File: src/rtl/mac_top.sv
// Signed fixed-point multiply-accumulate: Q1.7 product stage feeding a
// saturating accumulator, two-edge pipeline from A/B to O.
module mac_top #(
    parameter int WIDTH = 8,
    parameter int FRAC  = 7
) (
    output logic [WIDTH-1:0] O,
    input  logic [WIDTH-1:0] A,
    input  logic [WIDTH-1:0] B,
    input  logic             CLK,
    input  logic             RESET
);

    localparam logic signed [2*WIDTH-1:0] PMAX = {{(WIDTH+1){1'b0}}, {(WIDTH-1){1'b1}}};
    localparam logic signed [2*WIDTH-1:0] PMIN = {{(WIDTH+1){1'b1}}, {(WIDTH-1){1'b0}}};
    localparam logic [WIDTH-1:0]          RMAX = {1'b0, {(WIDTH-1){1'b1}}};
    localparam logic [WIDTH-1:0]          RMIN = {1'b1, {(WIDTH-1){1'b0}}};

    logic signed [2*WIDTH-1:0] full;
    logic signed [2*WIDTH-1:0] scaled;
    logic        [WIDTH-1:0]   p_next;
    logic        [WIDTH-1:0]   p;
    logic signed [WIDTH:0]     sum;
    logic        [WIDTH-1:0]   acc_next;
    logic        [WIDTH-1:0]   acc;

    // Product stage: full-precision multiply, arithmetic rescale, clamp.
    always_comb begin
        full   = $signed(A) * $signed(B);
        scaled = full >>> FRAC;
        if (scaled > PMAX)
            p_next = RMAX;
        else if (scaled < PMIN)
            p_next = RMIN;
        else
            p_next = scaled[WIDTH-1:0];
    end

    // Accumulate stage: one guard bit exposes overflow as sum[WIDTH] != sum[WIDTH-1].
    always_comb begin
        sum = $signed({acc[WIDTH-1], acc}) + $signed({p[WIDTH-1], p});
        if (sum[WIDTH] != sum[WIDTH-1])
            acc_next = sum[WIDTH] ? RMIN : RMAX;
        else
            acc_next = sum[WIDTH-1:0];
    end

    always_ff @(posedge CLK or posedge RESET) begin
        if (RESET) begin
            p   <= '0;
            acc <= '0;
        end else begin
            p   <= p_next;
            acc <= acc_next;
        end
    end

    assign O = acc;

endmodule

File: config.mk
export PLATFORM = sky130hd
export DESIGN_NAME = mac_top
export DESIGN_NICKNAME = d
export VERILOG_FILES = /design/src/rtl/mac_top.sv
export SDC_FILE = /design/constraint.sdc
export NUM_CORES = 1
export LEC_CHECK = 0
export BUFFER_PORTS_ARGS = -buffer_cell sky130_fd_sc_hd__buf_2
export CORE_ASPECT_RATIO = 0.75
export CORE_MARGIN = 3
export CORE_UTILIZATION = 59
export CTS_BUF_LIST = sky130_fd_sc_hd__clkbuf_2 sky130_fd_sc_hd__clkbuf_4 sky130_fd_sc_hd__clkbuf_8
export CTS_CLUSTER_DIAMETER = 40
export CTS_CLUSTER_SIZE = 25
export DETAILED_ROUTE_END_ITERATION = 16
export GPL_TIMING_DRIVEN = 0
export PLACE_DENSITY = 0.76
export SLEW_MARGIN = 15
export SYNTH_ARGS = -nofsm -noshare
export SYNTH_HDL_FRONTEND = slang
export SYNTH_SLANG_ARGS = --single-unit
File: constraint.sdc
create_clock -name CLK -period 2.84 [get_ports CLK]
set_input_delay 0.852 -clock CLK [delete_from_list [all_inputs] [get_ports CLK]]
set_output_delay 0.852 -clock CLK [all_outputs]
set_load 0.01 [all_outputs]
## Word-level counts from Yosys, hierarchy flattened

Cells that the tools add are included.

| storage, ports and cells | value |
|---|---|
| register bits after elaboration | 16 |
| output and inout port bits | 8 |
| logic and storage cells | 11 |

| operators by class | value |
|---|---|
| add/subtract/negate cells | 1 |
| multipliers | 1 |
| magnitude comparators | 2 |
| equality and inequality tests | 1 |
| multiplexer cells | 4 |

Operators with widths:

| operator | number |
|---|---|
| 8-bit two-way mux | 4 |
| 8-bit by 8-bit multiplier with 16-bit output | 1 |
| 8-bit by 8-bit adder with 9-bit output | 1 |
| 9-bit by 8-bit > comparator with 1-bit output, second input constant | 1 |
| 9-bit by 8-bit less-than comparator with 1-bit output, second input constant | 1 |
| 1-bit inequality test | 1 |

## Depth between registers and ports, before layout

| depth | value |
|---|---|
| depth in word-level cells | 4 |
| depth in mapped cells | 16 |
| gate-level depth less buffers | 16 |

## Worst setup path after synthesis

Ideal clock, no wire load.

| path | value |
|---|---|
| kind | input -> register |
| from | in A[3] |
| to | reg p[6] |
| setup time | 0.067 ns |
| arrival time | 4.762 ns |
| data required time | 2.773 ns |
| slack | -1.989 ns |
| stages on the path | 16 |
| path buffers | 0 |
| cells stage by stage | and2_1 fa_1 inv_1 fa_1 inv_1 fa_1 inv_1 fa_1 inv_1 ha_1 nand3_1 a211o_1 a21oi_2 o21ai_0 a31oi_2 a31o_1 |

| between the ends | value |
|---|---|
| longest elaborated chain between the ends | 4 |
| elaborated cells between the ends (all ways) | 5 |
| those cells by class | mul (1); order compare (2); mux (2) |

Ends and longest elaborated chain:

| what | RTL line | text |
|---|---|---|
| start, declared | 8 | `input logic [WIDTH-1:0] A,` |
| 8-bit by 8-bit multiplier with 16-bit output (*) | 29 | `full = $signed(A) * $signed(B);` |
| 9-bit by 8-bit less-than comparator with 1-bit output | 33 | `else if (scaled < PMIN)` |
| 8-bit two-way mux | 33 |  |
| 8-bit two-way mux (*) | 31 | `if (scaled > PMAX)` |
| named net p_next[6] | 21 | `logic [WIDTH-1:0] p_next;` |
| end signal, assigned | 53 | `p <= p_next;` |
| end, declared | 22 | `logic [WIDTH-1:0] p;` |

Mark *: on every way through the listed nets, which the timed path passes. The rest lies on a longest branch.

## Final worst setup path

| path | value |
|---|---|
| from | in A[4] |
| to | reg p[0] |

The elaborated chain is that of the path after synthesis.

==> summary.txt <==
Outcome
  – Status: finished, violations left
  – Failing checks: setup timing

Logic synthesis
  – Cell taking the most area after synthesis: fa_1
  – Synth top area share: 32.9%
  – Top-count cell post-synth: inv_1
  – Seq/Total Area, Yosys: about an eighth
  – EDFF count, synth: 0
  – Synth Flop Type: dfrtp_1
  – Avg Cell Area, Syn: between 9 and 10 um^2
  – Syn nets: 457
  – Yosys warns: 0
  – Most common library cells after synthesis: inv_1, fa_1, and2_1, ha_1, nand2_1
  – Flops & latches, synth: 16
  – Distinct cells, synth: 40
  – Mapped Area: around 3300 um^2
  – Gate Count Post-Synth: 350
  – Async SR Flop Fraction: 100%
  – Largest cells by area after synthesis: fa_1, ha_1, dfrtp_1, inv_1, and2_1

Floorplanning
  – Die W: 92.2 um
  – Num rows: 22
  – Starting Density: 64.1%
  – I/O Pins: 26
  – Die Height: about 71 um
  – Die area: 6510 um^2
  – Core area: between 5000 and 6000 um^2

Layout
  – Ratio of cells with drive above 1 in the final layout: 20.9%
  – Layout Nets: about 500
  – FILL cells: 376
  – Syn-to-layout area delta: 18.5%
  – Antenna Cells: 0

Worst setup path
  – Reg2reg start: O[0]
  – Critical Path AT: 4900 ps
  – Worst Setup Start Kind: input pin
  – Register-to-register path setup slack: approximately 250 ps
  – Setup CP Type: input pin to flip-flop
  – Req. time, crit path: 2980 ps
  – Worst Path Max Fanout: 7
  – Crit. End Element: flip-flop
  – Cell count of the worst reg-to-reg path: 9
  – R2R Path End: O[6]

Clock tree
  – # hold bufs at CTS: 0
  – CTS tree: yes
  – Clk buf depth: 2
  – Clk Latency, worst-skew pair: about 250 ps
  – H-tree depth: 1
  – Clock transition at the registers of the reported paths: around 60 ps
  – Clock root cell: clkbuf_8
  – # clock sinks: 16
  – TritonCTS Buffers: 3

Global routing
  – Vias in the first global route: 2450
  – Largest net degree at the start of global routing: 17
  – Initial antenna violation count: 0
  – GRT Residual Overflow: 0
  – First-pass GRT wire length: 11.0 mm
  – Gr usage total: 20.5%

Pwr
  – Pwr Total: around 4.6 mW
  – Peak supply drop: 1.21 mV
  – Lkg Pwr: 1.91 nW
  – Power Dens Cells: approximately 1200 nW/um^2

Placed design
  – DP HPWL: 5.04 mm
  – Buffers added on ports: 25
  – GPL Wtd Cong: 0.836

Worst hold path
  – Worst hold-check path type: flip-flop to flip-flop
  – Hold wc startpoint: p[0]
  – Hold depth: 3
  – Hold Path Sink: O[0]

STA
  – Post-layout minimum cycle time: 4750 ps
  – Max-slew headroom: 36.0%
  – Slew Viols, Final: 0
  – Setup TNS: -15210 ps
  – Final setup vio count: 8
  – Worst-Margin Slew: approximately 950 ps
  – Hold Slack: 615 ps
  – Final worst path period share: 167%
  – Layout Skew: ~1.3 ps
  – Fmax: around 210 MHz
  – PnR worst setup slack: -1910 ps
  – RSZ-0062 raised after global routing: true
  – Final Hold Viols: 0

Drt
  – Routed wire length per instance: about 13 um
  – Post-route ant nets: 0
  – Drt first pass iters: 4
  – Initial drt markers: 116
  – Post-Route WL: between 6 and 7 mm
  – Via count: 2457
  – Drt via density: 5.28
  – DRC: 0

Job
  – Number of max-cap violations: 0
[power by group]
part	switching [mW]	internal (mW)
Clock	0.0815	0.123
Sequential	0.0518	0.409
Combinational	2.09	1.84
[state kept, by name (all words and copies together) (netlist names)]
signal and cells:
p 8, O 8
[worst max-delay path: stages]
cell	delay (ps)
buf_12	110
and2_4	150
fa_1	540
inv_2	40
fa_1	520
inv_2	40
fa_1	540
inv_2	40
fa_1	510
inv_2	40
ha_4	270
nand3_2	50
a211o_1	280
a21oi_4	270
and3_4	240
nor4_4	40
buf_4	170
o21a_1	180
[placed cells by master (no fill, tap or decap), drive strengths merged, types with 3 or more instances in the layout]
| cell type | netlist | routed |
|---|---|---|
| and3 | 3 | 3 |
| xnor2 | 10 | 10 |
| nor4 | 3 | 3 |
| nand2 | 17 | 17 |
| a21o | 3 | 3 |
| clkbuf | 0 | 6 |
| o21ai | 9 | 9 |
| a21oi | 14 | 14 |
| buf | 0 | 37 |
| nor2b | 7 | 7 |
| nor3 | 6 | 6 |
| xor2 | 7 | 7 |
| nand2b | 4 | 4 |
| inv | 83 | 82 |
| o21a | 10 | 10 |
| nand3 | 3 | 3 |
| dfrtp | 16 | 16 |
| and2 | 38 | 38 |
| a211oi | 3 | 3 |
| a31oi | 3 | 3 |
| ha | 35 | 35 |
| nor2 | 8 | 8 |
| fa | 54 | 54 |
[per-stage QoR]
step           cells  setup slack [ps]  util [%]  area [um^2]
2_1_floorplan    350             -1820         -         3370
3_3_place_gp     447             -2270      70.0         3580
3_5_place_dp     447             -2340      70.0         3580
4_1_cts          461             -1860      73.6         3770
5_1_grt          465             -2060      76.0         3890
6_report         465             -1910      76.0         3890
[kinds of logic (layout without fill, tap and decap cells)]
logic type / after synthesis / in the layout / synth area share (%)
mux: 2 / 2 / 0.648
buf+inv: 83 / 126 / 9.49
compound gates: 53 / 53 / 11.1
simple gates: 90 / 90 / 15.4
fa+ha+maj: 89 / 89 / 46.2
xor+xnor: 17 / 17 / 4.99
flops: 16 / 16 / 12.2
[worst max-delay path by stage]
stage	slack, ps	cells after the start	from	end
after floorplan	-1820	16	A[7]	p[0]
after global placement	-2270	16	B[4]	p[6]
after detailed placement	-2340	16	B[4]	p[6]
after CTS	-1860	16	B[7]	p[6]
after global routing	-2060	18	A[4]	p[1]
final	-1910	18	A[4]	p[0]
[layout make-up]
cell class              count  area (um^2)  share of cell area (%)
inverters                  83          315                    8.10
flip-flops and latches     16          400                    10.3
well taps                  72         90.1                    2.31
multi-input cells         251         2730                    70.2
repair buffers             39          298                    7.65
clock buffers               4         55.1                    1.41
[per-layer routing]
| layer | GRT usage [%] | vias to the layer above | wire [um] |
|---|---|---|---|
| li1 | - | 1189 | - |
| met1 | 31.2 | 1222 | 2900 |
| met2 | 32.4 | 38 | 3060 |
| met3 | 2.87 | 8 | 218 |
| met4 | 2.47 | 0 | 62 |
| met5 | 0 | - | 0 |
[repair_timing]
action | in CTS | in global routing
buffers inserted | 11 | 4
pin swaps | 12 | 16
gates resized for setup | 17 | 35
endpoints found under the hold margin | 0 | 0
endpoints found under the setup margin | 8 | 8
Power figures use the tool's default switching activity.
